[src/rtl/mul_iter.sv]
// rtl/mul_iter.sv - iterative 32x32 multiplier (MUL/UMULL/SMULL) with start/busy/done handshake
module mul_iter (
    input  logic        clk,
    input  logic        reset,
    input  logic        start,
    input  logic [2:0]  mul_control,
    input  logic [31:0] a,
    input  logic [31:0] b,
    output logic        busy,
    output logic        done,
    output logic [31:0] result_lo,
    output logic [31:0] result_hi,
    output logic [3:0]  flags
);

    localparam logic [1:0] S_IDLE = 2'd0;
    localparam logic [1:0] S_CALC = 2'd1;
    localparam logic [1:0] S_FIX  = 2'd2;
    localparam logic [1:0] S_DONE = 2'd3;

    localparam logic [2:0] OP_MUL   = 3'b101;
    localparam logic [2:0] OP_UMULL = 3'b110;
    localparam logic [2:0] OP_SMULL = 3'b111;

    logic [1:0]  state_q, state_d;
    logic [2:0]  op_q, op_d;
    logic        sign_q, sign_d;
    logic [63:0] mcand_q, mcand_d;
    logic [31:0] mplier_q, mplier_d;
    logic [63:0] acc_q, acc_d;
    logic [4:0]  cnt_q, cnt_d;
    logic [31:0] lo_q, lo_d;
    logic [31:0] hi_q, hi_d;
    logic [3:0]  flags_q, flags_d;

    logic        op_valid;
    logic        is_smull;
    logic        accept;
    logic [31:0] abs_a, abs_b;
    logic [63:0] product;

    assign op_valid = (mul_control == OP_MUL) || (mul_control == OP_UMULL) ||
                      (mul_control == OP_SMULL);
    assign is_smull = (mul_control == OP_SMULL);
    assign accept   = start && op_valid && ((state_q == S_IDLE) || (state_q == S_DONE));

    // Two's-complement negate of 0x80000000 wraps to itself, which is the
    // correct unsigned magnitude.
    assign abs_a = (is_smull && a[31]) ? (~a + 32'd1) : a;
    assign abs_b = (is_smull && b[31]) ? (~b + 32'd1) : b;

    assign product = sign_q ? (~acc_q + 64'd1) : acc_q;

    always_comb begin
        state_d  = state_q;
        op_d     = op_q;
        sign_d   = sign_q;
        mcand_d  = mcand_q;
        mplier_d = mplier_q;
        acc_d    = acc_q;
        cnt_d    = cnt_q;
        lo_d     = lo_q;
        hi_d     = hi_q;
        flags_d  = flags_q;

        case (state_q)
            S_IDLE, S_DONE: begin
                state_d = S_IDLE;
                if (accept) begin
                    op_d     = mul_control;
                    sign_d   = is_smull && (a[31] ^ b[31]);
                    mcand_d  = {32'd0, abs_a};
                    mplier_d = abs_b;
                    acc_d    = 64'd0;
                    cnt_d    = 5'd0;
                    state_d  = S_CALC;
                end
            end
            S_CALC: begin
                if (mplier_q[0]) begin
                    acc_d = acc_q + mcand_q;
                end
                mcand_d  = {mcand_q[62:0], 1'b0};
                mplier_d = {1'b0, mplier_q[31:1]};
                cnt_d    = cnt_q + 5'd1;
                if (cnt_q == 5'd31) begin
                    state_d = S_FIX;
                end
            end
            S_FIX: begin
                lo_d = product[31:0];
                if (op_q == OP_MUL) begin
                    hi_d    = 32'd0;
                    flags_d = {product[31], (product[31:0] == 32'd0), 2'b00};
                end else begin
                    hi_d    = product[63:32];
                    flags_d = {product[63], (product == 64'd0), 2'b00};
                end
                state_d = S_DONE;
            end
            default: state_d = S_IDLE;
        endcase
    end

    always_ff @(posedge clk) begin
        if (reset) begin
            state_q  <= S_IDLE;
            op_q     <= 3'd0;
            sign_q   <= 1'b0;
            mcand_q  <= 64'd0;
            mplier_q <= 32'd0;
            acc_q    <= 64'd0;
            cnt_q    <= 5'd0;
            lo_q     <= 32'd0;
            hi_q     <= 32'd0;
            flags_q  <= 4'd0;
        end else begin
            state_q  <= state_d;
            op_q     <= op_d;
            sign_q   <= sign_d;
            mcand_q  <= mcand_d;
            mplier_q <= mplier_d;
            acc_q    <= acc_d;
            cnt_q    <= cnt_d;
            lo_q     <= lo_d;
            hi_q     <= hi_d;
            flags_q  <= flags_d;
        end
    end

    assign busy      = (state_q == S_CALC) || (state_q == S_FIX);
    assign done      = (state_q == S_DONE);
    assign result_lo = lo_q;
    assign result_hi = hi_q;
    assign flags     = flags_q;

endmodule

[config.mk]
export PLATFORM = sky130hd
export DESIGN_NAME = mul_iter
export DESIGN_NICKNAME = d
export VERILOG_FILES = /design/src/rtl/mul_iter.sv
export SDC_FILE = /design/constraint.sdc
export NUM_CORES = 1
export LEC_CHECK = 0
export CAP_MARGIN = 20
export CORE_MARGIN = 2
export CORE_UTILIZATION = 50
export DETAILED_ROUTE_END_ITERATION = 8
export PLACE_DENSITY = 0.8
export RECOVER_POWER = 50
export SLEW_MARGIN = 10
export SYNTH_ARGS = -nofsm -noshare
export SYNTH_HDL_FRONTEND = slang
export SYNTH_SLANG_ARGS = --single-unit
[constraint.sdc]
create_clock -name clk -period 5.15 [get_ports clk]
set_clock_uncertainty 0.2 [all_clocks]
set_input_delay 1.03 -clock clk [delete_from_list [all_inputs] [get_ports clk]]
set_output_delay 1.03 -clock clk [all_outputs]
set_load 0.005 [all_outputs]
## Word level (Yosys, flattened, before mapping)

Index checks and enable logic that the tools add are counted.

- Output and inout port bits: 70
- Memory bits (writable): 0
- Word-level logic and storage cells: 64
- Memories kept: 0
- Bits in read-only memories: 0
- Flip-flop bits (word level): 239
- Bits in latches: 0

- Multiplexer cells: 17
- Equality and inequality tests: 11
- Bitwise operators: 4
- Multiply operators: 0
- Shift operators: 0
- Magnitude comparators: 0
- Reduce and logical (&&, ||, !) cells: 17
- Div/mod/pow operators: 0
- Add/sub/neg operators: 5

Operators with widths:

| kind | number |
|---|---|
| two-way mux 64 bit | 4 |
| case mux 64 bit (2 select lines) | 2 |
| two-way mux 32 bit | 4 |
| adder 32 x 1 -> 32 bit, second input constant | 2 |
| adder 64 x 1 -> 64 bit, second input constant | 1 |
| adder 64 bit | 1 |
| zero test 64 bit | 1 |
| inverter 32 bit | 2 |
| inverter 64 bit | 1 |
| case mux 32 bit (2 select lines) | 1 |
| zero test 32 bit | 1 |
| == test 3 bit, second input constant | 4 |
| case mux 5 bit (2 select lines) | 1 |
| inequality test 2 bit, second input constant | 3 |
| case mux 2 bit (3 select lines) | 1 |
| adder 5 x 1 -> 5 bit, second input constant | 1 |
| == test 5 bit, second input constant | 1 |
| logical AND 1 bit | 5 |
| two-way mux 5 bit | 1 |
| == test 2 bit, second input constant | 2 |
| logical OR 1 bit | 4 |
| two-way mux 4 bit | 1 |
| AND reduction 2 bit | 2 |
| AND reduction 3 bit | 1 |
| 7 further kinds | 7 |

## Depth between registers and ports, before layout

- Depth in word-level cells: 7
- Depth in mapped cells: 13
- Depth with buffers taken out: 13

## Worst setup path before layout

OpenSTA, ideal clock, no wires.

- Path kind: input -> register
- Start: input port a[5]
- End: register mcand_q[29]
- Setup time: 132 ps
- Required time: 4,818 ps
- Arrival time: 3,482 ps
- Setup slack: 1,335 ps
- Cell stages on the path: 10
- Cell sequence: or4_1 or4_1 nand2b_1 nor4_1 nand2_1 o31ai_1 xor2_1 nand2_1 o211ai_1 a21oi_1

- Word-level cells in the longest chain between the ends: 5

RTL lines:

| what | line | source |
|---|---|---|
| start, declared | 7 | `input logic [31:0] a,` |
| inverter 32 bit | 49 | `assign abs_a = (is_smull && a[31]) ? (~a + 32'd1) : a;` |
| adder 32 x 1 -> 32 bit | 49 |  |
| two-way mux 32 bit | 49 |  |
| two-way mux 64 bit | 69 | `if (accept) begin` |
| case mux 64 bit (2 select lines) | 66 | `case (state_q)` |
| end signal, assigned | 121 | `mcand_q <= mcand_d;` |
| end, declared | 28 | `logic [63:0] mcand_q, mcand_d;` |

No other way between the ends. The select of a mux whose other input is x is not followed.
A chain may end at the register's enable or synchronous reset.

## Worst setup path in the final report

- Start: input port reset
- End: register cnt_q[3]

RTL lines:

| what | line | source |
|---|---|---|
| start, declared | 4 | `input logic reset,` |
| end signal, assigned | 124 | `cnt_q <= cnt_d;` |
| end, declared | 31 | `logic [4:0] cnt_q, cnt_d;` |

No word-level cell between the ends.

==> summary.json <==
{
  "outcome": "finished, violations left",
  "violated_checks": "max-capacitance violations, max-slew violations",
  "synthFlopType": "dfxtp_1",
  "first_global_vias": 14000,
  "critical_path.startpoint_type": "input pin",
  "hold-path-cell-count": 2,
  "timing.rr.end": "result_hi[4]",
  "place_hpwl_um": 32400,
  "synthDistinctLibCells": 68,
  "post_synth_mux_area_share_pct": 0.663,
  "worst-r2r-setup-slack_ns": 0.91,
  "post_synth_main_area_contributors": "dfxtp_1 30%, nand2_1 8.2%, a21oi_1 6.5%, ha_1 5.8%, xnor2_1 5.3%",
  "post-cts-setup-buffer-count": 0,
  "drt_iter0_markers": 1344,
  "power_frac_comb_pct": 24.2,
  "fmaxAchievable_mhz": 230,
  "post_cts_resized": 0,
  "fin_tns_setup_ns": 0,
  "synth-seq-cells": 237,
  "cellPowerDensity_nw_per_um2": 308,
  "total_via_count_after_detailed_routing": 15400,
  "timing_hold_violations_final": 0,
  "grt_max_degree": 106,
  "seqCellArea_um2": 4750,
  "yosys.area.top_type": "dfxtp_1",
  "synth-edff-count": 0,
  "critPathCaptureType": "flip-flop",
  "hold_path_end": "mplier_q[25]",
  "final_routed_drc_violation_total": 0,
  "worst-r2r-cell-count": 6,
  "route.antenna.remaining_nets": 0,
  "fp.dieArea_um2": 32700,
  "fillerInstances": 2855,
  "post_cts_hold_buffer_count": 0,
  "synth.yosys.warnings": 0,
  "synthesis.instances": 2127,
  "routedWlPerCell_um": 16.9,
  "finalWorstPathRequiredPeriod_ns": 4.34,
  "synth_compound_area_share_pct": 25.4,
  "syn_area_per_cell_um2": 7.36,
  "multi_input_area_um2": 10200,
  "yosys.area_share.simple_pct": 23.2,
  "leakage_nw": 7.14,
  "max-clock-path-buffers": 3,
  "grt_overflow_total": 0,
  "clkTransAtPathRegs_ns": 0.06,
  "hold_path_class": "flip-flop to flip-flop",
  "core_area_um2": 30700,
  "port_buffers": 137,
  "max-slew-margin-rel_pct": -88.0,
  "yosys.area_share.adder_pct": 5.88,
  "grt_pass1_wl_um": 71100,
  "internal_power_mw": 3.78,
  "routabilityCongestion": 0.941,
  "fin_area_um2": 18100,
  "finalWirelength_um": 43700,
  "vias_per_cell": 5.95,
  "io_pins": 140,
  "cp.required_ns": 5.29,
  "crit-reg2reg-launch": "state_q[0]",
  "hold_start": "mplier_q[25]",
  "syn_to_final_growth_pct": 15.4,
  "clock_tree.htree_level_count": 1,
  "drt_pre_antenna_iters": 6,
  "worst_slew_pin_slew_ns": 2.82,
  "timing.max_cap.violations": 3,
  "floorplan.rows": 64,
  "worst-setup-path-type": "input pin to flip-flop",
  "timing.critical_path.arrival_ns": 4.48,
  "antenna_cells": 0,
  "post_dp_cell_area_um2": 17100,
  "totalPowerFinal_mw": 5.57,
  "synth_top_family_by_area": "compound AO/OA/AOI/OAI gates",
  "drive_gt1_share_pct": 4.03,
  "clock_tree_from_tritoncts": "yes",
  "setup_viol_count_final": 0,
  "layout.cells.most_common": "nand2_1",
  "clock_sink_count": 237,
  "ys_seq_area_share_pct": 30.3,
  "most_frequent_cells_in_the_layout": "341 x nand2_1, 236 x dfxtp_1, 201 x a21oi_1, 196 x nor2_1, 153 x o21ai_0",
  "finish.utilization_pct": 58.8,
  "initial_cell_density_of_the_core_pct": 50.9,
  "clock_insertion_delay_worst_skew_ns": 0.55,
  "period_share_pct": 84.3,
  "final_net_count": 2305,
  "grtUsageTotal_pct": 25.8,
  "power.sequential.fraction_pct": 38.7,
  "part_of_the_total_power_dissipated_in_the_clock_network_pct": 37.1,
  "synth_top_area_share_pct": 30.3,
  "cts_made_buffers": 27,
  "yosys.area_share.xor_xnor_pct": 9.90,
  "clock_tree_root_driver_cell": "clkbuf_16",
  "netlist_area_um2": 15700,
  "antenna_violations_before_repair": 0,
  "rsz_0062_raised_after_global_routing": "false",
  "async_flop_share_pct": 0,
  "die_outline_height_um": 181,
  "netSwitchingFraction_pct": 32.1,
  "net-switching-power_mw": 1.79,
  "critical_path_peak_fanout": 104,
  "die-width_um": 181,
  "max-vdd-ir-drop_v": 0.000247,
  "slew_viol_final": 276
}
registers in the layout, summed over array words and instances, names as in the netlist:
| register | count |
|---|---|
| acc_q | 64 |
| cnt_q | 5 |
| flags | 2 |
| mcand_q | 64 |
| mplier_q | 32 |
| op_q | 3 |
| result_hi | 32 |
| result_lo | 32 |
| sign_q | 1 |
| state_q | 2 |
kinds of logic after synthesis:
kind of cell / after synthesis
flops: 237
mux: 10
simple gates: 801
buf+inv: 190
compound gates: 638
other cells: 1
xor+xnor: 177
fa+ha+maj: 73
worst max path at each step:
stage / from / to / cells past startpoint
2_1_floorplan: a[5] / mcand_q[29] / 10
3_3_place_gp: a[5] / mcand_q[29] / 12
3_5_place_dp: a[5] / mcand_q[29] / 12
4_1_cts: acc_q[1] / flags[2] / 13
5_1_grt: state_q[0] / result_hi[27] / 6
6_report: reset / cnt_q[3] / 3
cells in the mapped netlist (14+ instances only):
master and instances:
nand2_1 341, dfxtp_1 237, a21oi_1 202, nor2_1 196, o21ai_0 153, clkbuf_1 135, xnor2_1 95, xor2_1 82
ha_1 72, nand3_1 60, a22oi_1 55, a21o_1 39, nor3_1 38, a211oi_1 37, inv_1 36, o31ai_1 28
or3_1 27, nand4_1 24, a31oi_1 18, and3_1 18, nand2b_1 18, nor4_1 18, o41ai_1 16, or4_1 16
o211ai_1 14, o21bai_1 14
metrics by stage:
| step | setup WS (ns) | hold WS [ns] | std cells |
|---|---|---|---|
| 2_1_floorplan | 1.34 | 0.226 | 2128 |
| 3_3_place_gp | 0.814 | 0.237 | 2529 |
| 3_5_place_dp | 0.733 | 0.244 | 2529 |
| 4_1_cts | 1.00 | 0.254 | 2579 |
| 5_1_grt | 0.446 | 0.277 | 2579 |
| 6_report | 0.810 | 0.250 | 2579 |
power by group through the flow:
stage                     registers, mW  logic, mW  clock network [mW]
after CTS                          2.15       1.37                2.10
after detailed placement           2.19       1.36                   0
final                              2.15       1.35                2.07
after global placement             2.18       1.34                   0
after floorplan                    2.16      0.879                   0
after global routing               2.17       1.50                2.17
worst max-delay path: stages:
cell and delay (ns):
clkbuf_2 1.50, clkbuf_2 1.66, nor3_1 0.17
routing by layer:
metal  global-route usage (%)  share of wire (%)  routed length, um  up-vias
li1                         -                  -                  -     7648
met1                     39.5                 49              21400     7100
met2                     38.5                 42              18100      547
met3                     2.84                7.6               3310       61
met4                     6.31                1.9                838        0
met5                        0                  0                  0        -
cell type report:
class                      count  share of cell area (%)
sequential                   237                    26.3
multi-input combinational   1701                    56.6
clock buffer                  35                    4.07
timing repair buffer         157                    8.36
inverter                      38                   0.789
clock inverter                15                    1.23
tap                          396                    2.74
Power figures use the tool's default switching activity.
